## config.mk

```make
export PLATFORM = sky130hd
export DESIGN_NAME = spi_mem
export DESIGN_NICKNAME = d
export VERILOG_FILES = /design/src/rtl/spi_pkg.sv /design/src/rtl/spi_mem_array.sv /design/src/rtl/spi_mem.sv
export SDC_FILE = /design/constraint.sdc
export NUM_CORES = 1
export LEC_CHECK = 0
export CAP_MARGIN = 20
export CELL_PAD_IN_SITES_DETAIL_PLACEMENT = 0
export CELL_PAD_IN_SITES_GLOBAL_PLACEMENT = 1
export CORE_AREA = 5 5 185 187
export DETAILED_ROUTE_END_ITERATION = 7
export DIE_AREA = 0 0 190 192
export PLACE_DENSITY_LB_ADDON = 0.1
export SYNTH_ARGS = -nofsm -noshare
export SYNTH_HDL_FRONTEND = slang
export SYNTH_SLANG_ARGS = --single-unit
```

## constraint.sdc

```tcl
create_clock -name clk -period 2.5 [get_ports clk]
set_input_delay 0.5 -clock clk [delete_from_list [all_inputs] [get_ports clk]]
set_output_delay 0.5 -clock clk [all_outputs]
set_load 0.1 [all_outputs]
```

## src/rtl/spi_pkg.sv

```systemverilog
// Shared definitions for the SPI responder memory.
// Holds the FSM state type, frame layout constants, opcode values and the
// default memory depth.
package spi_pkg;

    typedef enum logic [2:0] {
        StIdle,
        StRxOp,
        StRxAddr,
        StRxData,
        StMemWr,
        StMemRd,
        StTxData
    } spi_mem_state_t;

    localparam int unsigned OP_BITS      = 1;
    localparam int unsigned ADDR_BITS    = 8;
    localparam int unsigned DATA_BITS    = 8;
    localparam int unsigned WR_FRAME_LEN = OP_BITS + ADDR_BITS + DATA_BITS;
    localparam int unsigned RD_FRAME_LEN = OP_BITS + ADDR_BITS;

    localparam logic OP_WR = 1'b1;
    localparam logic OP_RD = 1'b0;

    localparam int unsigned MEM_DEPTH = 32;

endpackage

```

## src/rtl/spi_mem_array.sv

```systemverilog
// DEPTH x DW register array with synchronous active-low clear, one write port
// and one combinational read port.
// Ports:
//   clk   - clock
//   rst   - synchronous active-low clear of every word
//   we    - write enable
//   waddr - write index
//   wdata - write data
//   raddr - read index
//   rdata - read data (combinational)
module spi_mem_array #(
    parameter int unsigned DEPTH = 32,
    parameter int unsigned DW    = 8
) (
    input  logic                     clk,
    input  logic                     rst,
    input  logic                     we,
    input  logic [$clog2(DEPTH)-1:0] waddr,
    input  logic [DW-1:0]            wdata,
    input  logic [$clog2(DEPTH)-1:0] raddr,
    output logic [DW-1:0]            rdata
);

    logic [DW-1:0] mem [DEPTH];

    always_ff @(posedge clk) begin
        if (!rst) begin
            for (int i = 0; i < int'(DEPTH); i++) begin
                mem[i] <= '0;
            end
        end else if (we) begin
            mem[waddr] <= wdata;
        end
    end

    assign rdata = mem[raddr];

endmodule

```

## src/rtl/spi_mem.sv

```systemverilog
// SPI responder in front of a small register-array memory.
// Receives LSB-first frames on mosi: write = {data, addr, wr=1}, read = {addr, wr=0}.
// Writes finish with a one-cycle op_done pulse; reads pulse ready and then shift
// the stored byte out LSB-first on miso.
// Ports:
//   clk     - clock, all logic on rising edge
//   rst     - synchronous active-low reset
//   cs      - chip select, active low
//   mosi    - serial frame in
//   miso    - serial read data out
//   ready   - one-cycle pulse, read data about to be shifted out
//   op_done - one-cycle pulse, write committed
module spi_mem
    import spi_pkg::*;
#(
    parameter int unsigned DEPTH = MEM_DEPTH,
    parameter int unsigned AW    = ADDR_BITS,
    parameter int unsigned DW    = DATA_BITS
) (
    input  logic clk,
    input  logic rst,
    input  logic cs,
    input  logic mosi,
    output logic miso,
    output logic ready,
    output logic op_done
);

    localparam int unsigned IW  = $clog2(DEPTH);
    localparam int unsigned AIW = $clog2(AW);
    localparam int unsigned DIW = $clog2(DW);
    localparam int unsigned CW  = 4;

    spi_mem_state_t state;
    logic [CW-1:0]  cnt;
    logic           wr_bit;
    logic [AW-1:0]  addr_sr;
    logic [DW-1:0]  data_sr;
    logic [DW-1:0]  tx_sr;

    logic [AW-1:0]  addr_next;
    logic           rd_in_range;
    logic [DW-1:0]  rd_data;
    logic [DW-1:0]  rd_byte;
    logic           mem_we;

    // The read port looks at the address including the bit being captured this
    // edge, so the byte and its bit0 can be registered together with ready.
    always_comb begin
        addr_next = addr_sr;
        addr_next[cnt[AIW-1:0]] = mosi;
    end

    assign rd_in_range = 32'(addr_next) < DEPTH;
    assign rd_byte     = rd_in_range ? rd_data : '0;
    assign mem_we      = (state == StMemWr) && (32'(addr_sr) < DEPTH);

    spi_mem_array #(
        .DEPTH(DEPTH),
        .DW   (DW)
    ) u_array (
        .clk  (clk),
        .rst  (rst),
        .we   (mem_we),
        .waddr(addr_sr[IW-1:0]),
        .wdata(data_sr),
        .raddr(addr_next[IW-1:0]),
        .rdata(rd_data)
    );

    always_ff @(posedge clk) begin
        if (!rst) begin
            state   <= StIdle;
            cnt     <= '0;
            wr_bit  <= 1'b0;
            addr_sr <= '0;
            data_sr <= '0;
            tx_sr   <= '0;
            miso    <= 1'b0;
            ready   <= 1'b0;
            op_done <= 1'b0;
        end else begin
            ready   <= 1'b0;
            op_done <= 1'b0;
            case (state)
                StIdle: begin
                    miso <= 1'b0;
                    if (!cs) state <= StRxOp;
                end
                StRxOp: begin
                    if (cs) begin
                        state <= StIdle;
                    end else begin
                        wr_bit <= mosi;
                        cnt    <= '0;
                        state  <= StRxAddr;
                    end
                end
                StRxAddr: begin
                    if (cs) begin
                        state <= StIdle;
                    end else begin
                        addr_sr <= addr_next;
                        if (cnt == CW'(AW - 1)) begin
                            cnt <= '0;
                            if (wr_bit == OP_WR) begin
                                state <= StRxData;
                            end else begin
                                tx_sr <= rd_byte;
                                miso  <= rd_byte[0];
                                ready <= 1'b1;
                                state <= StMemRd;
                            end
                        end else begin
                            cnt <= cnt + 1'b1;
                        end
                    end
                end
                StRxData: begin
                    if (cs) begin
                        state <= StIdle;
                    end else begin
                        data_sr[cnt[DIW-1:0]] <= mosi;
                        if (cnt == CW'(DW - 1)) begin
                            cnt     <= '0;
                            op_done <= 1'b1;
                            state   <= StMemWr;
                        end else begin
                            cnt <= cnt + 1'b1;
                        end
                    end
                end
                StMemWr: begin
                    state <= StIdle;
                end
                StMemRd: begin
                    // bit0 is held for a second cycle so the initiator sees it at end of T1
                    miso  <= tx_sr[0];
                    cnt   <= CW'(1);
                    state <= StTxData;
                end
                StTxData: begin
                    if (cnt == CW'(DW)) begin
                        miso  <= 1'b0;
                        cnt   <= '0;
                        state <= StIdle;
                    end else begin
                        miso <= tx_sr[cnt[DIW-1:0]];
                        cnt  <= cnt + 1'b1;
                    end
                end
                default: state <= StIdle;
            endcase
        end
    end

endmodule
```

Word level (Yosys, flattened, before mapping)
Memory sizes are Yosys's and may differ from the RTL's.
Index checks and enable logic that the tools add are counted.
{"block": "op_classes", "n_bitwise": 6, "add_sub_neg": 1, "reduce_logical": 16, "n_mux": 35, "n_eq_ne": 17, "n_lt_le_gt_ge": 4}
{"cell": "3-bit two-way mux", "n": 7}
{"cell": "3-bit case mux with 6 select lines", "n": 1}
{"cell": "8-bit bitwise mux", "n": 2}
{"cell": "8-bit by 6-bit less-than comparator with 1-bit output, second input constant", "n": 2}
{"cell": "4-bit two-way mux", "n": 4}
{"cell": "8-bit two-way mux", "n": 2}
{"cell": "4-bit case mux with 4 select lines", "n": 1}
{"cell": "2-bit != test, second input constant", "n": 7}
{"cell": "1-bit two-way mux", "n": 13}
{"cell": "4-bit AND reduction", "n": 3}
{"cell": "3-bit equality test, second input constant", "n": 3}
{"cell": "4-bit nonzero test", "n": 2}
{"cell": "8-bit OR reduction", "n": 1}
{"cell": "3-bit by 2-bit equality test with 1-bit output, second input constant", "n": 2}
{"cell": "3-bit != test, second input constant", "n": 2}
{"cell": "1-bit inverter", "n": 6}
{"cell": "2-bit AND reduction", "n": 3}
{"cell": "5-bit two-way mux", "n": 1}
{"cell": "4-bit by 1-bit adder with 4-bit output, second input constant", "n": 1}
{"cell": "4-bit by 3-bit equality test with 1-bit output, second input constant", "n": 1}
{"cell": "4-bit equality test, second input constant", "n": 1}
{"cell": "3-bit by 4-bit less-than comparator with 1-bit output, second input constant", "n": 1}
{"cell": "1-bit case mux with 4 select lines", "n": 1}
{"cell": "4-bit OR reduction", "n": 1}
{"cell": "other kinds (10)", "n": 11}
{"block": "totals", "register_bits": 35, "output_inout_bits": 3, "mem_bits_rw": 256, "mem_count": 1}
{"memory": "u_array.mem", "depth": 32, "word_bits": 8, "rd": 1, "rd_clocked_by_memory_dff": 0, "write_ports": 32, "line": "spi_mem_array.sv:24", "rtl": "logic [DW-1:0] mem [DEPTH];"}

Longest topological paths before layout
{"block": "depth", "word_depth": 11, "ltp_mapped": 11, "mapped_depth_nobuf": 8}

Hierarchy
A second synthesis with hierarchy kept.
{"block": "hier_totals", "hier_cells": 959, "area_unflattened_um2": 13689.4}
{"module": "spi_mem_array", "cells_each": 732, "instances": 1, "area_each_um2": 11797.6}
{"module": "spi_mem", "cells_each": 227, "instances": 1, "area_each_um2": 1891.8}

Worst setup path after synthesis
OpenSTA, ideal clock, no wires.
{"block": "synth_path", "path_kind": "reg-to-reg", "startpoint": "register addr_sr[0]", "endpoint": "memory u_array.mem[31][0], enable pin", "period_less_slack_ps": 2522, "t_required_ps": 2116, "t_arrival_ps": 2138, "path_buffers": 4, "stages_incl_launch_ff": 7, "setup_slack_ps": -22, "path_cell_list": "dfxtp_1 buf_2 buf_2 buf_1 nand2_1 clkbuf_1 o21ai_0"}
{"element": "start: declaration", "line": "spi_mem.sv:37", "rtl": "logic [AW-1:0] addr_sr;"}
{"element": "start signal: assignment", "line": "spi_mem.sv:103", "rtl": "addr_sr <= addr_next;"}
{"element": "end: declaration", "line": "spi_mem_array.sv:24"}

Final worst setup path
{"block": "layout_path", "startpoint": "register cnt[0]", "endpoint": "register tx_sr[4]"}
{"block": "layout_between", "elab_chain_len": 7, "word_cells_on_any_way": 11, "cone_classes": "order compare: 3; eq/ne: 1; mux: 4; reduce/logical: 2; memory: 1"}
{"element": "start: declaration", "line": "spi_mem.sv:35", "rtl": "logic [CW-1:0] cnt;"}
{"element": "start signal: assignment", "line": "spi_mem.sv:115", "rtl": "cnt <= cnt + 1'b1;"}
{"element": "start signal: assignment", "line": "spi_mem.sv:129", "rtl": "cnt <= cnt + 1'b1;"}
{"element": "start signal: assignment", "line": "spi_mem.sv:149", "rtl": "cnt <= cnt + 1'b1;"}
{"element": "3-bit by 4-bit less-than comparator with 1-bit output (not written as such) / 3-bit by 1-bit >= comparator with 1-bit output (equally long branches)", "line": "spi_mem.sv:51", "rtl": "addr_next[cnt[AIW-1:0]] = mosi;"}
{"element": "1-bit logical AND (not written as such)", "line": "spi_mem.sv:51"}
{"element": "1-bit two-way mux (not written as such)", "line": "spi_mem.sv:51"}
{"element": "1-bit demux with 3-bit select", "line": "spi_mem.sv:51"}
{"element": "8-bit bitwise mux", "line": "spi_mem.sv:51"}
{"element": "memory read 32 x 8 bit / 8-bit by 6-bit less-than comparator with 1-bit output (equally long branches)"}
{"element": "8-bit two-way mux", "line": "spi_mem.sv:55", "rtl": "assign rd_byte = rd_in_range ? rd_data : '0;"}
{"element": "end signal: assignment", "line": "spi_mem.sv:109", "rtl": "tx_sr <= rd_byte;"}
{"element": "end: declaration", "line": "spi_mem.sv:39", "rtl": "logic [DW-1:0] tx_sr;"}
Parallel ways exist; a longest one is shown, timed or not.
A chain may end at the register's enable or synchronous reset.

==> report_table.html <==
<table>
<tr><th>Metric</th><th>Value</th></tr>
<tr><th colspan="2">Layout</th></tr>
<tr><td>Layout area overhead</td><td>22.62%</td></tr>
<tr><td>Layout cell share with drive strength beyond 1</td><td>between 20% and 30%</td></tr>
<tr><td>Share of the core filled with cells</td><td>a little under three fifths</td></tr>
<tr><td>Antenna Cells</td><td>0</td></tr>
<tr><td>Post-route insts no fill</td><td>~2000</td></tr>
<tr><td>Final layout net count</td><td>1539</td></tr>
<tr><th colspan="2">Timing</th></tr>
<tr><td>Highest clock rate</td><td>between 400 and 500 MHz</td></tr>
<tr><td>Final-report max-slew violation count</td><td>0</td></tr>
<tr><td>RSZ-0062 raised after global routing</td><td>true</td></tr>
<tr><td>Transition at the pin with the smallest max-transition slack</td><td>roughly 0.75 ns</td></tr>
<tr><td>Final setup vio count</td><td>0</td></tr>
<tr><td>Slew margin rel.</td><td>about half</td></tr>
<tr><td>Post-route worst setup slack</td><td>0.02999 ns</td></tr>
<tr><td>Setup Total Neg Slack</td><td>0 ns</td></tr>
<tr><td>Hold Fails Final Rpt</td><td>0</td></tr>
<tr><td>Clock Skews</td><td>0.01896 ns</td></tr>
<tr><td>Final critical-path share of the clock period</td><td>around 99%</td></tr>
<tr><td>Post-layout minimum cycle time</td><td>2.470 ns</td></tr>
<tr><th colspan="2">Clocking</th></tr>
<tr><td>Largest buffer count on any clock path</td><td>3</td></tr>
<tr><td>Clk Tree Root Cell</td><td>sky130_fd_sc_hd__clkbuf_16</td></tr>
<tr><td>Clock latency reported for the late side of the worst-skew pair</td><td>approximately 0.53 ns</td></tr>
<tr><td>Clock Sink Count</td><td>291</td></tr>
<tr><td>Deepest level of the CTS H-tree</td><td>2</td></tr>
<tr><td>CTS Buf Count</td><td>35</td></tr>
<tr><td>CTS tree</td><td>done</td></tr>
<tr><td>CTS clock-pin slew for the worst setup and hold paths</td><td>0.06 ns</td></tr>
<tr><td>Hold buffer count at CTS</td><td>0</td></tr>
<tr><th colspan="2">Pwr</th></tr>
<tr><td>Comb pwr share</td><td>between 10% and 20%</td></tr>
<tr><td>Power spent charging and discharging nets</td><td>approximately 3000 uW</td></tr>
<tr><td>Pwr/cell area</td><td>roughly 660 nW/um2</td></tr>
<tr><td>Total power</td><td>12200 uW</td></tr>
<tr><td>Share of total power in sequential cells</td><td>between 40 and 50%</td></tr>
<tr><td>Fraction of power spent switching nets</td><td>24.78%</td></tr>
<tr><td>Cell internal pwr</td><td>about 9200 uW</td></tr>
<tr><td>Clock group share of total power</td><td>between 40% and 50%</td></tr>
<tr><td>IR Drop Worst-Case VDD</td><td>0.0005290 V</td></tr>
<tr><td>Total leakage power</td><td>roughly 0.007 uW</td></tr>
<tr><th colspan="2">Floorplanning</th></tr>
<tr><td>Effective utilization at floorplan</td><td>approximately 47%</td></tr>
<tr><td>Top-level port count</td><td>7</td></tr>
<tr><td>Core outline area</td><td>roughly 32000 um2</td></tr>
<tr><td>Die area</td><td>approximately 36000 um2</td></tr>
<tr><td>Die width</td><td>approximately 190 um</td></tr>
<tr><td>Height of the die</td><td>roughly 190 um</td></tr>
<tr><td>Row Count</td><td>between 60 and 70</td></tr>
<tr><th colspan="2">Logic synthesis</th></tr>
<tr><td>Syn avg cell area</td><td>10.81 um2</td></tr>
<tr><td>Synth Instances</td><td>1393</td></tr>
<tr><td>Count of synthesis-stage warnings from yosys</td><td>0</td></tr>
<tr><td>Cell type with the highest aggregate area in the netlist</td><td>sky130_fd_sc_hd__edfxtp_1</td></tr>
<tr><td>Synth Cell Area</td><td>roughly 15000 um2</td></tr>
<tr><td>Synth area leaders</td><td>sky130_fd_sc_hd__edfxtp_1 51%, sky130_fd_sc_hd__and2_1 11%, sky130_fd_sc_hd__dfxtp_1 4.7%, sky130_fd_sc_hd__mux2i_1 3.9%, sky130_fd_sc_hd__nand2_1 3.7%</td></tr>
<tr><td>Sequential element share of the synthesized area</td><td>between 50% and 60%</td></tr>
<tr><td>Share of flip-flops with an asynchronous set or reset</td><td>0%</td></tr>
<tr><td>Mapped Nets</td><td>1399</td></tr>
<tr><td>Proportion of netlist area held by the largest area contributor</td><td>51.06%</td></tr>
<tr><td>Count of state elements after synthesis</td><td>291</td></tr>
<tr><td>Unique cell type count in the Yosys netlist</td><td>73</td></tr>
<tr><td>Number of synthesized flops with an enable pin</td><td>256</td></tr>
<tr><td>Synth Flop Type</td><td>sky130_fd_sc_hd__edfxtp_1</td></tr>
<tr><th colspan="2">Worst setup path</th></tr>
<tr><td>Critical path startpoint category</td><td>flip-flop</td></tr>
<tr><td>Peak fanout along the critical path</td><td>17</td></tr>
<tr><td>Class of the most critical setup path</td><td>flip-flop to flip-flop</td></tr>
<tr><td>Category of the worst setup path capture point</td><td>flip-flop</td></tr>
<tr><td>Reg2Reg Depth</td><td>12</td></tr>
<tr><td>Signal arrival time at the worst endpoint</td><td>2.93 ns</td></tr>
<tr><td>Required time of the worst setup path</td><td>between 2 and 3 ns</td></tr>
<tr><th colspan="2">Place</th></tr>
<tr><td>Number of port buffers</td><td>6</td></tr>
<tr><td>Post-placement setup slack</td><td>-0.3565 ns</td></tr>
<tr><td>Post-detail-place hpwl</td><td>31280 um</td></tr>
<tr><td>Dpl cells</td><td>between 1500 and 2000</td></tr>
<tr><td>Routability congestion estimate from global placement</td><td>between 0.8 and 0.9</td></tr>
<tr><th colspan="2">Global routing</th></tr>
<tr><td>Total routing resource utilization after global routing</td><td>25.04%</td></tr>
<tr><td>Initial antenna violation count</td><td>1</td></tr>
<tr><td>Vias in the first global route</td><td>approximately 11000</td></tr>
<tr><td>Wire length of the first global-routing pass</td><td>69470 um</td></tr>
<tr><td>Global-route congestion overflow total</td><td>0</td></tr>
<tr><td>Pin count of the biggest net entering global routing</td><td>54</td></tr>
<tr><th colspan="2">Outcome</th></tr>
<tr><td>Run status</td><td>complete, no violations</td></tr>
<tr><th colspan="2">Routing</th></tr>
<tr><td>Drt initial violations</td><td>987</td></tr>
<tr><td>Wire length per cell after detailed routing</td><td>roughly 23 um</td></tr>
<tr><td>DR vias/cell</td><td>5.753</td></tr>
<tr><td>Post-detailed-route count of antenna-violating nets</td><td>0</td></tr>
<tr><td>First-pass iteration count of the detailed router</td><td>7</td></tr>
<tr><td>Sum of routed wire length over all layers</td><td>46650 um</td></tr>
<tr><td>Drt drc</td><td>0</td></tr>
<tr><td>Via count</td><td>around 11000</td></tr>
<tr><th colspan="2">Min path</th></tr>
<tr><td>Hold Path Stages</td><td>4</td></tr>
<tr><td>Class of the tightest hold or removal check</td><td>primary input to flip-flop</td></tr>
<tr><th colspan="2">Job</th></tr>
<tr><td>Count of max-cap constraint violations</td><td>0</td></tr>
</table>
[per-layer routing]
metal,part of all wire [%],vias up,track usage (%),wire length (um)
met5,0,-,0,0
met4,2.9,0,7.318,1351
met3,6.7,79,3.453,3130
met2,46,411,40.42,21410
met1,45,5625,35.51,20760
li1,-,5379,-,-
[critical path, cell delays in order, from the launching register on]
cell and delay [ns]:
sky130_fd_sc_hd__dfxtp_4 0.36, sky130_fd_sc_hd__buf_4 0.16, sky130_fd_sc_hd__o31a_1 0.34, sky130_fd_sc_hd__nor2_4 0.14, sky130_fd_sc_hd__buf_6 0.16, sky130_fd_sc_hd__buf_12 0.16, sky130_fd_sc_hd__a21oi_1 0.10, sky130_fd_sc_hd__a221oi_2 0.32
sky130_fd_sc_hd__buf_4 0.17, sky130_fd_sc_hd__a31oi_1 0.03, sky130_fd_sc_hd__buf_4 0.16, sky130_fd_sc_hd__and4_1 0.16, sky130_fd_sc_hd__o21ai_1 0.11
[cell usage in the layout, fill, tap and decap left out, types with 5 or more instances in the layout]
master,netlist,routed
sky130_fd_sc_hd__and3_1,16,16
sky130_fd_sc_hd__nand2b_1,6,6
sky130_fd_sc_hd__a32oi_1,20,18
sky130_fd_sc_hd__nor2b_1,28,28
sky130_fd_sc_hd__clkbuf_16,0,40
sky130_fd_sc_hd__a22oi_1,8,7
sky130_fd_sc_hd__mux2_2,8,8
sky130_fd_sc_hd__clkbuf_1,56,8
sky130_fd_sc_hd__nand2_1,147,147
sky130_fd_sc_hd__nand3b_1,7,7
sky130_fd_sc_hd__nor2_1,64,59
sky130_fd_sc_hd__a221oi_1,11,7
sky130_fd_sc_hd__a21oi_1,39,35
sky130_fd_sc_hd__and2_1,264,264
sky130_fd_sc_hd__nand4_1,18,18
sky130_fd_sc_hd__nor3b_1,10,9
sky130_fd_sc_hd__buf_6,3,8
sky130_fd_sc_hd__mux2i_1,58,58
sky130_fd_sc_hd__buf_4,11,175
sky130_fd_sc_hd__a2111oi_0,12,11
sky130_fd_sc_hd__nand3_1,42,41
sky130_fd_sc_hd__inv_1,7,7
sky130_fd_sc_hd__o211a_1,5,5
sky130_fd_sc_hd__dfxtp_1,35,30
sky130_fd_sc_hd__a31oi_1,38,36
sky130_fd_sc_hd__o21ai_0,56,51
sky130_fd_sc_hd__and4_1,6,6
sky130_fd_sc_hd__edfxtp_1,256,256
sky130_fd_sc_hd__o21ai_1,8,12
sky130_fd_sc_hd__a21boi_0,16,16
sky130_fd_sc_hd__clkinv_1,0,5
sky130_fd_sc_hd__a211oi_1,18,13
sky130_fd_sc_hd__buf_12,0,19
sky130_fd_sc_hd__o211ai_1,6,6
[sequential cells by signal, summed over array words and instances (netlist names)]
register,flops
miso,1
data_sr,8
cnt,4
wr_bit,1
u_array.mem,256
state,3
addr_sr,8
ready,1
op_done,1
tx_sr,8
[power by group through the flow]
stage               Sequential [uW]  Clock (uW)  Combinational, uW
CTS                            5500        5120               1500
finish                         5500        5050               1650
global route                   5510        5330               1750
floorplan                      5570           0                777
global placement               5590           0               1440
detailed placement             5600           0               1450
[repair_timing]
item	CTS	global route
setup endpoints to repair	9	111
setup buffers	2	9
cloned	2	4
resized for setup	25	44
pin swaps	8	29
[path summary, 6_finish.rpt]
kind         startpoint    endpoint  slack (ns)
max              cnt[0]    tx_sr[4]        0.03
min                mosi  data_sr[1]        0.47
max reg2reg      cnt[0]    tx_sr[4]        0.03
min reg2reg    tx_sr[3]    tx_sr[3]        0.47
[through the flow]
step / cell area [um2] / hold WS (ns)
2_1_floorplan: 15050 / 0.4221
3_3_place_gp: 16810 / 0.4538
3_5_place_dp: 16810 / 0.4522
4_1_cts: 18080 / 0.4453
5_1_grt: 18460 / 0.4710
6_report: 18460 / 0.4659
[cell usage after synthesis, types with 10 or more instances]
library cell and count:
sky130_fd_sc_hd__buf_2 33, sky130_fd_sc_hd__mux2i_1 58, sky130_fd_sc_hd__clkbuf_1 56, sky130_fd_sc_hd__and3_1 16, sky130_fd_sc_hd__a21boi_0 16, sky130_fd_sc_hd__nor2b_1 28
sky130_fd_sc_hd__a21oi_1 39, sky130_fd_sc_hd__nor3b_1 10, sky130_fd_sc_hd__dfxtp_1 35, sky130_fd_sc_hd__nand4_1 18, sky130_fd_sc_hd__and2_1 264, sky130_fd_sc_hd__a2111oi_0 12
sky130_fd_sc_hd__nor2_1 64, sky130_fd_sc_hd__a221oi_1 11, sky130_fd_sc_hd__buf_4 11, sky130_fd_sc_hd__nand3_1 42, sky130_fd_sc_hd__a211oi_1 18, sky130_fd_sc_hd__edfxtp_1 256
sky130_fd_sc_hd__a32oi_1 20, sky130_fd_sc_hd__o21ai_0 56, sky130_fd_sc_hd__nand2_1 147, sky130_fd_sc_hd__a31oi_1 38
[final cells by class]
class,instances,area (um2)
Multi-Input combinational cell,985,6369
Clock inverter,16,195.2
Clock buffer,44,930.9
Tap cell,442,553.0
Fill cell,2729,13830
Sequential cell,291,8402
Timing Repair Buffer,213,1984
Inverter,7,26.28
[logic make-up (layout without fill, tap and decap cells)]
group           count (synthesis)  in the layout  share of synthesized area, %
fa+ha+maj                       2              2                        0.1662
buf+inv                       117            280                         3.615
simple gates                  640            640                         23.35
mux                            66             66                         4.455
xor+xnor                        3              3                        0.1746
compound gates                274            274                         12.52
flops                         291            291                         55.72
Note: power is estimated with default switching activity, not from simulation.
